<file path="config.mk">
export PLATFORM = sky130hd
export DESIGN_NAME = id_ex_stage
export DESIGN_NICKNAME = d
export VERILOG_FILES = /design/src/rtl/id_ex_stage.sv
export SDC_FILE = /design/constraint.sdc
export NUM_CORES = 1
export LEC_CHECK = 0
export CAP_MARGIN = 20
export CORE_AREA = 2 2 183 185
export CTS_BUF_LIST = sky130_fd_sc_hd__clkbuf_16
export DETAILED_ROUTE_END_ITERATION = 10
export DIE_AREA = 0 0 185 187
export SLEW_MARGIN = 10
export SYNTH_ARGS = -nofsm -noshare
export SYNTH_HDL_FRONTEND = slang
export SYNTH_SLANG_ARGS = --single-unit
</file>
<file path="constraint.sdc">
create_clock -name clk -period 3.85 [get_ports clk]
set_clock_uncertainty 0.2 [all_clocks]
set_input_delay 0.5775 -clock clk [delete_from_list [all_inputs] [get_ports clk]]
set_output_delay 0.5775 -clock clk [all_outputs]
set_load 0.005 [all_outputs]
</file>
<file path="src/rtl/id_ex_stage.sv">
// Decode->Execute pipeline register with execute-stage operand forwarding.
// E-side control and operands are registered; ALU operands are muxed combinationally.
module id_ex_stage #(
  parameter int XLEN  = 32,
  parameter int RADDR = 5
) (
  input  logic             clk,
  input  logic             rst_n,
  input  logic             StallE,
  input  logic             FlushE,
  input  logic             ValidD,
  input  logic [XLEN-1:0]  RD1D,
  input  logic [XLEN-1:0]  RD2D,
  input  logic [XLEN-1:0]  ImmExtD,
  input  logic [XLEN-1:0]  PCD,
  input  logic [XLEN-1:0]  PCPlus4D,
  input  logic [RADDR-1:0] Rs1D,
  input  logic [RADDR-1:0] Rs2D,
  input  logic [RADDR-1:0] RdD,
  input  logic [2:0]       ALUControlD,
  input  logic             ALUSrcD,
  input  logic             RegWriteD,
  input  logic             MemWriteD,
  input  logic             BranchD,
  input  logic             JumpD,
  input  logic [1:0]       ResultSrcD,
  input  logic [1:0]       ForwardAE,
  input  logic [1:0]       ForwardBE,
  input  logic [XLEN-1:0]  ALUResultM,
  input  logic [XLEN-1:0]  ResultW,
  output logic [XLEN-1:0]  SrcAE,
  output logic [XLEN-1:0]  SrcBE,
  output logic [XLEN-1:0]  WriteDataE,
  output logic [2:0]       ALUControlE,
  output logic             RegWriteE,
  output logic             MemWriteE,
  output logic             BranchE,
  output logic             JumpE,
  output logic             ValidE,
  output logic [1:0]       ResultSrcE,
  output logic [RADDR-1:0] Rs1E,
  output logic [RADDR-1:0] Rs2E,
  output logic [RADDR-1:0] RdE,
  output logic [XLEN-1:0]  PCE,
  output logic [XLEN-1:0]  PCPlus4E,
  output logic [XLEN-1:0]  ImmExtE
);

  localparam logic [RADDR-1:0] REG_ZERO = '0;

  logic             valid_d,       valid_q;
  logic [XLEN-1:0]  rd1_d,         rd1_q;
  logic [XLEN-1:0]  rd2_d,         rd2_q;
  logic [XLEN-1:0]  imm_ext_d,     imm_ext_q;
  logic [XLEN-1:0]  pc_d,          pc_q;
  logic [XLEN-1:0]  pc_plus4_d,    pc_plus4_q;
  logic [RADDR-1:0] rs1_d,         rs1_q;
  logic [RADDR-1:0] rs2_d,         rs2_q;
  logic [RADDR-1:0] rd_d,          rd_q;
  logic [2:0]       alu_control_d, alu_control_q;
  logic             alu_src_d,     alu_src_q;
  logic             reg_write_d,   reg_write_q;
  logic             mem_write_d,   mem_write_q;
  logic             branch_d,      branch_q;
  logic             jump_d,        jump_q;
  logic [1:0]       result_src_d,  result_src_q;

  logic [XLEN-1:0]  fwd_a;
  logic [XLEN-1:0]  fwd_b;

  // Flush beats stall: a bubble must replace the held instruction.
  always_comb begin
    valid_d       = valid_q;
    rd1_d         = rd1_q;
    rd2_d         = rd2_q;
    imm_ext_d     = imm_ext_q;
    pc_d          = pc_q;
    pc_plus4_d    = pc_plus4_q;
    rs1_d         = rs1_q;
    rs2_d         = rs2_q;
    rd_d          = rd_q;
    alu_control_d = alu_control_q;
    alu_src_d     = alu_src_q;
    reg_write_d   = reg_write_q;
    mem_write_d   = mem_write_q;
    branch_d      = branch_q;
    jump_d        = jump_q;
    result_src_d  = result_src_q;
    if (FlushE) begin
      valid_d       = 1'b0;
      rd1_d         = '0;
      rd2_d         = '0;
      imm_ext_d     = '0;
      pc_d          = '0;
      pc_plus4_d    = '0;
      rs1_d         = '0;
      rs2_d         = '0;
      rd_d          = '0;
      alu_control_d = '0;
      alu_src_d     = 1'b0;
      reg_write_d   = 1'b0;
      mem_write_d   = 1'b0;
      branch_d      = 1'b0;
      jump_d        = 1'b0;
      result_src_d  = '0;
    end else if (!StallE) begin
      valid_d       = ValidD;
      rd1_d         = RD1D;
      rd2_d         = RD2D;
      imm_ext_d     = ImmExtD;
      pc_d          = PCD;
      pc_plus4_d    = PCPlus4D;
      rs1_d         = Rs1D;
      rs2_d         = Rs2D;
      rd_d          = RdD;
      alu_control_d = ALUControlD;
      alu_src_d     = ALUSrcD;
      // x0 is hardwired zero, so its writes are dropped here once.
      reg_write_d   = RegWriteD && (RdD != REG_ZERO);
      mem_write_d   = MemWriteD;
      branch_d      = BranchD;
      jump_d        = JumpD;
      result_src_d  = ResultSrcD;
    end
  end

  always_ff @(posedge clk or negedge rst_n) begin
    if (!rst_n) begin
      valid_q       <= 1'b0;
      rd1_q         <= '0;
      rd2_q         <= '0;
      imm_ext_q     <= '0;
      pc_q          <= '0;
      pc_plus4_q    <= '0;
      rs1_q         <= '0;
      rs2_q         <= '0;
      rd_q          <= '0;
      alu_control_q <= '0;
      alu_src_q     <= 1'b0;
      reg_write_q   <= 1'b0;
      mem_write_q   <= 1'b0;
      branch_q      <= 1'b0;
      jump_q        <= 1'b0;
      result_src_q  <= '0;
    end else begin
      valid_q       <= valid_d;
      rd1_q         <= rd1_d;
      rd2_q         <= rd2_d;
      imm_ext_q     <= imm_ext_d;
      pc_q          <= pc_d;
      pc_plus4_q    <= pc_plus4_d;
      rs1_q         <= rs1_d;
      rs2_q         <= rs2_d;
      rd_q          <= rd_d;
      alu_control_q <= alu_control_d;
      alu_src_q     <= alu_src_d;
      reg_write_q   <= reg_write_d;
      mem_write_q   <= mem_write_d;
      branch_q      <= branch_d;
      jump_q        <= jump_d;
      result_src_q  <= result_src_d;
    end
  end

  // Forward selects are live every cycle, including during stall and reset.
  always_comb begin
    fwd_a = rd1_q;
    unique case (ForwardAE)
      2'b01:   fwd_a = ResultW;
      2'b10:   fwd_a = ALUResultM;
      default: fwd_a = rd1_q;
    endcase
  end

  always_comb begin
    fwd_b = rd2_q;
    unique case (ForwardBE)
      2'b01:   fwd_b = ResultW;
      2'b10:   fwd_b = ALUResultM;
      default: fwd_b = rd2_q;
    endcase
  end

  assign SrcAE       = fwd_a;
  assign WriteDataE  = fwd_b;
  assign SrcBE       = alu_src_q ? imm_ext_q : fwd_b;
  assign ALUControlE = alu_control_q;
  assign RegWriteE   = reg_write_q;
  assign MemWriteE   = mem_write_q;
  assign BranchE     = branch_q;
  assign JumpE       = jump_q;
  assign ValidE      = valid_q;
  assign ResultSrcE  = result_src_q;
  assign Rs1E        = rs1_q;
  assign Rs2E        = rs2_q;
  assign RdE         = rd_q;
  assign PCE         = pc_q;
  assign PCPlus4E    = pc_plus4_q;
  assign ImmExtE     = imm_ext_q;

endmodule

</file>
==> flow_metrics.tcl <==
set metrics [dict create \
    run_status "finished, final reports clean" \
    grt.met1_usage_pct 24.77 \
    power_density_nw_per_um2 337.4 \
    groute.layer.met3.usage_pct 7.730 \
    ir_drop_worst_case_vdd_mv 0.2813 \
    cts_max_path_buffers 2 \
    setup_viol 0 \
    grt_pass1_vias 8539 \
    routedWlPerCell_um 20.26 \
    grt_pass1_wl_um 53540 \
    most_frequent_cp_cell "clkdlybuf4s50_1" \
    antenna_found_initial 3 \
    die_w_um 185 \
    rrSetupSlack_ns 2.48 \
    max-slew-margin-rel_pct 53.56 \
    post_synth_and_or_nand_nor_area_fraction_pct 10.03 \
    worst_reg_to_reg_path_cell_count 3 \
    port_buffers 474 \
    num_rows 67 \
    max_freq_mhz 285.7 \
    finalCriticalPeriod_ns 3.500 \
    synth_fp_nets 1127 \
    worstPathMaxFanout 24 \
    design.portCount 475 \
    yosys-mux-area-fraction_pct 23.30 \
    netlist_instances 865 \
    main_combinational_cell_family_by_area_after_synthesis "multiplexers" \
    die_y_um 187 \
    gp_routability_congestion 0.8056 \
    initial_utilization_pct 28.90 \
    clkSlewWorstSetupHoldPaths_ns 0.07 \
    synthDistinctLibCells 23 \
    worst_ep_arrival_time_ns 2.72 \
    grt_setup_unrepaired "no" \
    worst-path-stages 7 \
    layout.nets 1569 \
    drv_slew 0 \
    fin_tns_setup_ns 0 \
    fin_util_pct 46.09 \
    worstMarginPinSlew_ns 0.6965 \
    floorplan.die_area_sq_um 34600 \
    cp_top_family "buffers and inverters" \
    tritoncts "built" \
    gr_busiest_metal "met2" \
    dp_hpwl_um 26250 \
    post_cts_buffers 0 \
    timing.critical_path.to "SrcAE[24]" \
    core_region_area_sq_um 32860 \
    grt.total_usage_pct 20.61 \
    fin_cells 1770 \
    synth_fa_ha_area_share_pct 0.5271 \
    postLayoutSetupSlackWorst_ns 0.3503 \
    critical_path.reg2reg.endpoint "alu_src_q$_DFFE_PN0P_" \
    critPathLaunch "ForwardAE[0]" \
    synth.ff_latch_count 186 \
    detailroute.via_count 8227 \
    mostFrequentLayoutCell "clkdlybuf4s50_1" \
    mappedNetlistArea_sq_um 9495 \
    dr.pass1.iters 5 \
    number_of_warning_messages_in_the_yosys_log 0 \
    area_delta_synth_final_pct 59.51 \
    numCtsBuffers 17 \
    drc_errors 0 \
    timing.critical_path.cells "clkdlybuf4s50_1, inv_1, ha_2, buf_4, nand2_1, o21ai_0, clkdlybuf4s50_1" \
    ctsHtreeMaxLevel 4 \
    cp_max_stage_delay_ns 0.58 \
    pin_count_of_the_biggest_net_entering_global_routing 80 \
    drv.max_cap_violation_count 0 \
    synth_compound_gate_area_share_pct 11.31 \
    insertion_delay_ns 0.44 \
    grtUsageMet2_pct 33.97 \
    synth_sequential_area_ratio_pct 49.02 \
    drt-initial-drc-count 443 \
    layout.cells.most_common_list "clkdlybuf4s50_1 (471), dfrtp_1 (185), mux2i_1 (185), nor2_1 (185), nand2_1 (65)" \
    period_share_pct 90.90 \
    worstSetupPathType "in -> out" \
    synth_area_leaders "dfrtp_1 (49%), mux2i_1 (20%), nor2_1 (7.3%)" \
    holdCritPathClass "reg -> reg" \
    routed_via_density 4.648 \
    area_share_of_the_largest_cell_type_after_synthesis_pct 49.02 \
    layout.cell_area.non_filler_sq_um 15150 \
    cell_leakage_power_nw 6.652 \
    grt_overflow 0 \
    slowest_stage "clkdlybuf4s50_1" \
    end_kind "output port" \
    post_synth.cell_area_avg_sq_um 10.98 \
    timing.critical_path.required_ns 3.07 \
    worstPathBufferInverterCount 4 \
    cts_root_buf "clkbuf_16" \
    cts.sinks 186 \
    placedInstanceArea_sq_um 14580 \
    yosys.area_share.xor_xnor_pct 0 \
    route.antenna.remaining_nets 0 \
    rr_startpoint "alu_src_q$_DFFE_PN0P_" \
    power_after_layout_mw 5.110 \
    hold_violation_count_in_the_final_report 0 \
    detailedPlace.worstSlack_ns 0.3556 \
    dpl.cell_count 1735 \
    cp-start-kind "primary input" \
    layout-drive-gt1-share_pct 11.29 \
    totalWireLength_um 35870 \
    finalHoldWorstSlack_ns 0.3211 \
    cell_type_with_the_largest_total_area_after_synthesis "dfrtp_1" \
]
-- repair_timing --
item	4_1_cts	5_1_grt
gates resized for setup	0	0
endpoints found under the hold margin	8	0
hold buffers	1	0
-- worst min-delay path by stage --
stage | start | end | slack [ns] | cells after the start
2_1_floorplan | rst_n | ALUControlE[0]$_DFFE_PN0P_ | 0.08 | 0
3_3_place_gp | PCPlus4E[3]$_DFFE_PN0P_ | PCPlus4E[3]$_DFFE_PN0P_ | 0.30 | 2
3_5_place_dp | PCPlus4E[11]$_DFFE_PN0P_ | PCPlus4E[11]$_DFFE_PN0P_ | 0.31 | 2
4_1_cts | rd2_q[21]$_DFFE_PN0P_ | rd2_q[21]$_DFFE_PN0P_ | 0.33 | 2
5_1_grt | rd2_q[19]$_DFFE_PN0P_ | rd2_q[19]$_DFFE_PN0P_ | 0.34 | 2
6_report | rd2_q[21]$_DFFE_PN0P_ | rd2_q[21]$_DFFE_PN0P_ | 0.32 | 2
-- Yosys cell counts (all sizes together) --
master and instances:
a21oi 1, a22oi 64, buf 50, clkbuf 22, dfrtp 186, ha 4, inv 4, mux2 32
mux2i 185, nand2 65, nor2 185, nor2b 1, o21ai 65, or4 1
-- power breakdown --
part	leakage [nW]	internal, mW	switching, mW	total (mW)
combinational	3.91	0.745	0.521	1.27
sequential	2.47	2.06	0.0725	2.14
clock	0.274	0.891	0.817	1.71
total	6.65	3.70	1.41	5.11
-- metal layers --
metal	part of all wire, %	vias to the layer above	routed length [um]
li1	-	3877	-
met1	41	3957	14600
met2	48	349	17100
met3	9.3	42	3326
met4	2.3	2	823
met5	0.036	-	13
-- cell type report --
cell class,instances,area (sq um)
antenna,2,5.005
clock buffer,17,425.4
clock inverter,15,123.9
fill,3147,17720
inverter,4,15.01
multi-input combinational,603,4308
sequential,186,4656
tap,448,560.5
timing repair buffer,495,5052
-- worst register-to-register path, cell delays in order (launching register included) --
cell	delay, ns
dfrtp_2	0.34
buf_4	0.49
mux2i_1	0.15
nor2_1	0.12
-- kinds of logic after synthesis --
family	Yosys count
fa+ha+maj	4
compound gates	130
mux	217
flops	186
buf+inv	76
simple gates	252
-- flip-flops by register name, indices dropped and copies added (netlist names) --
signal / count
ALUControlE: 3
BranchE: 1
ImmExtE: 32
JumpE: 1
MemWriteE: 1
PCE: 32
PCPlus4E: 32
RdE: 5
RegWriteE: 1
ResultSrcE: 2
Rs1E: 5
Rs2E: 5
ValidE: 1
alu_src_q: 1
rd1_q: 32
rd2_q: 32
No activity file was read; power rests on OpenSTA's default activity.
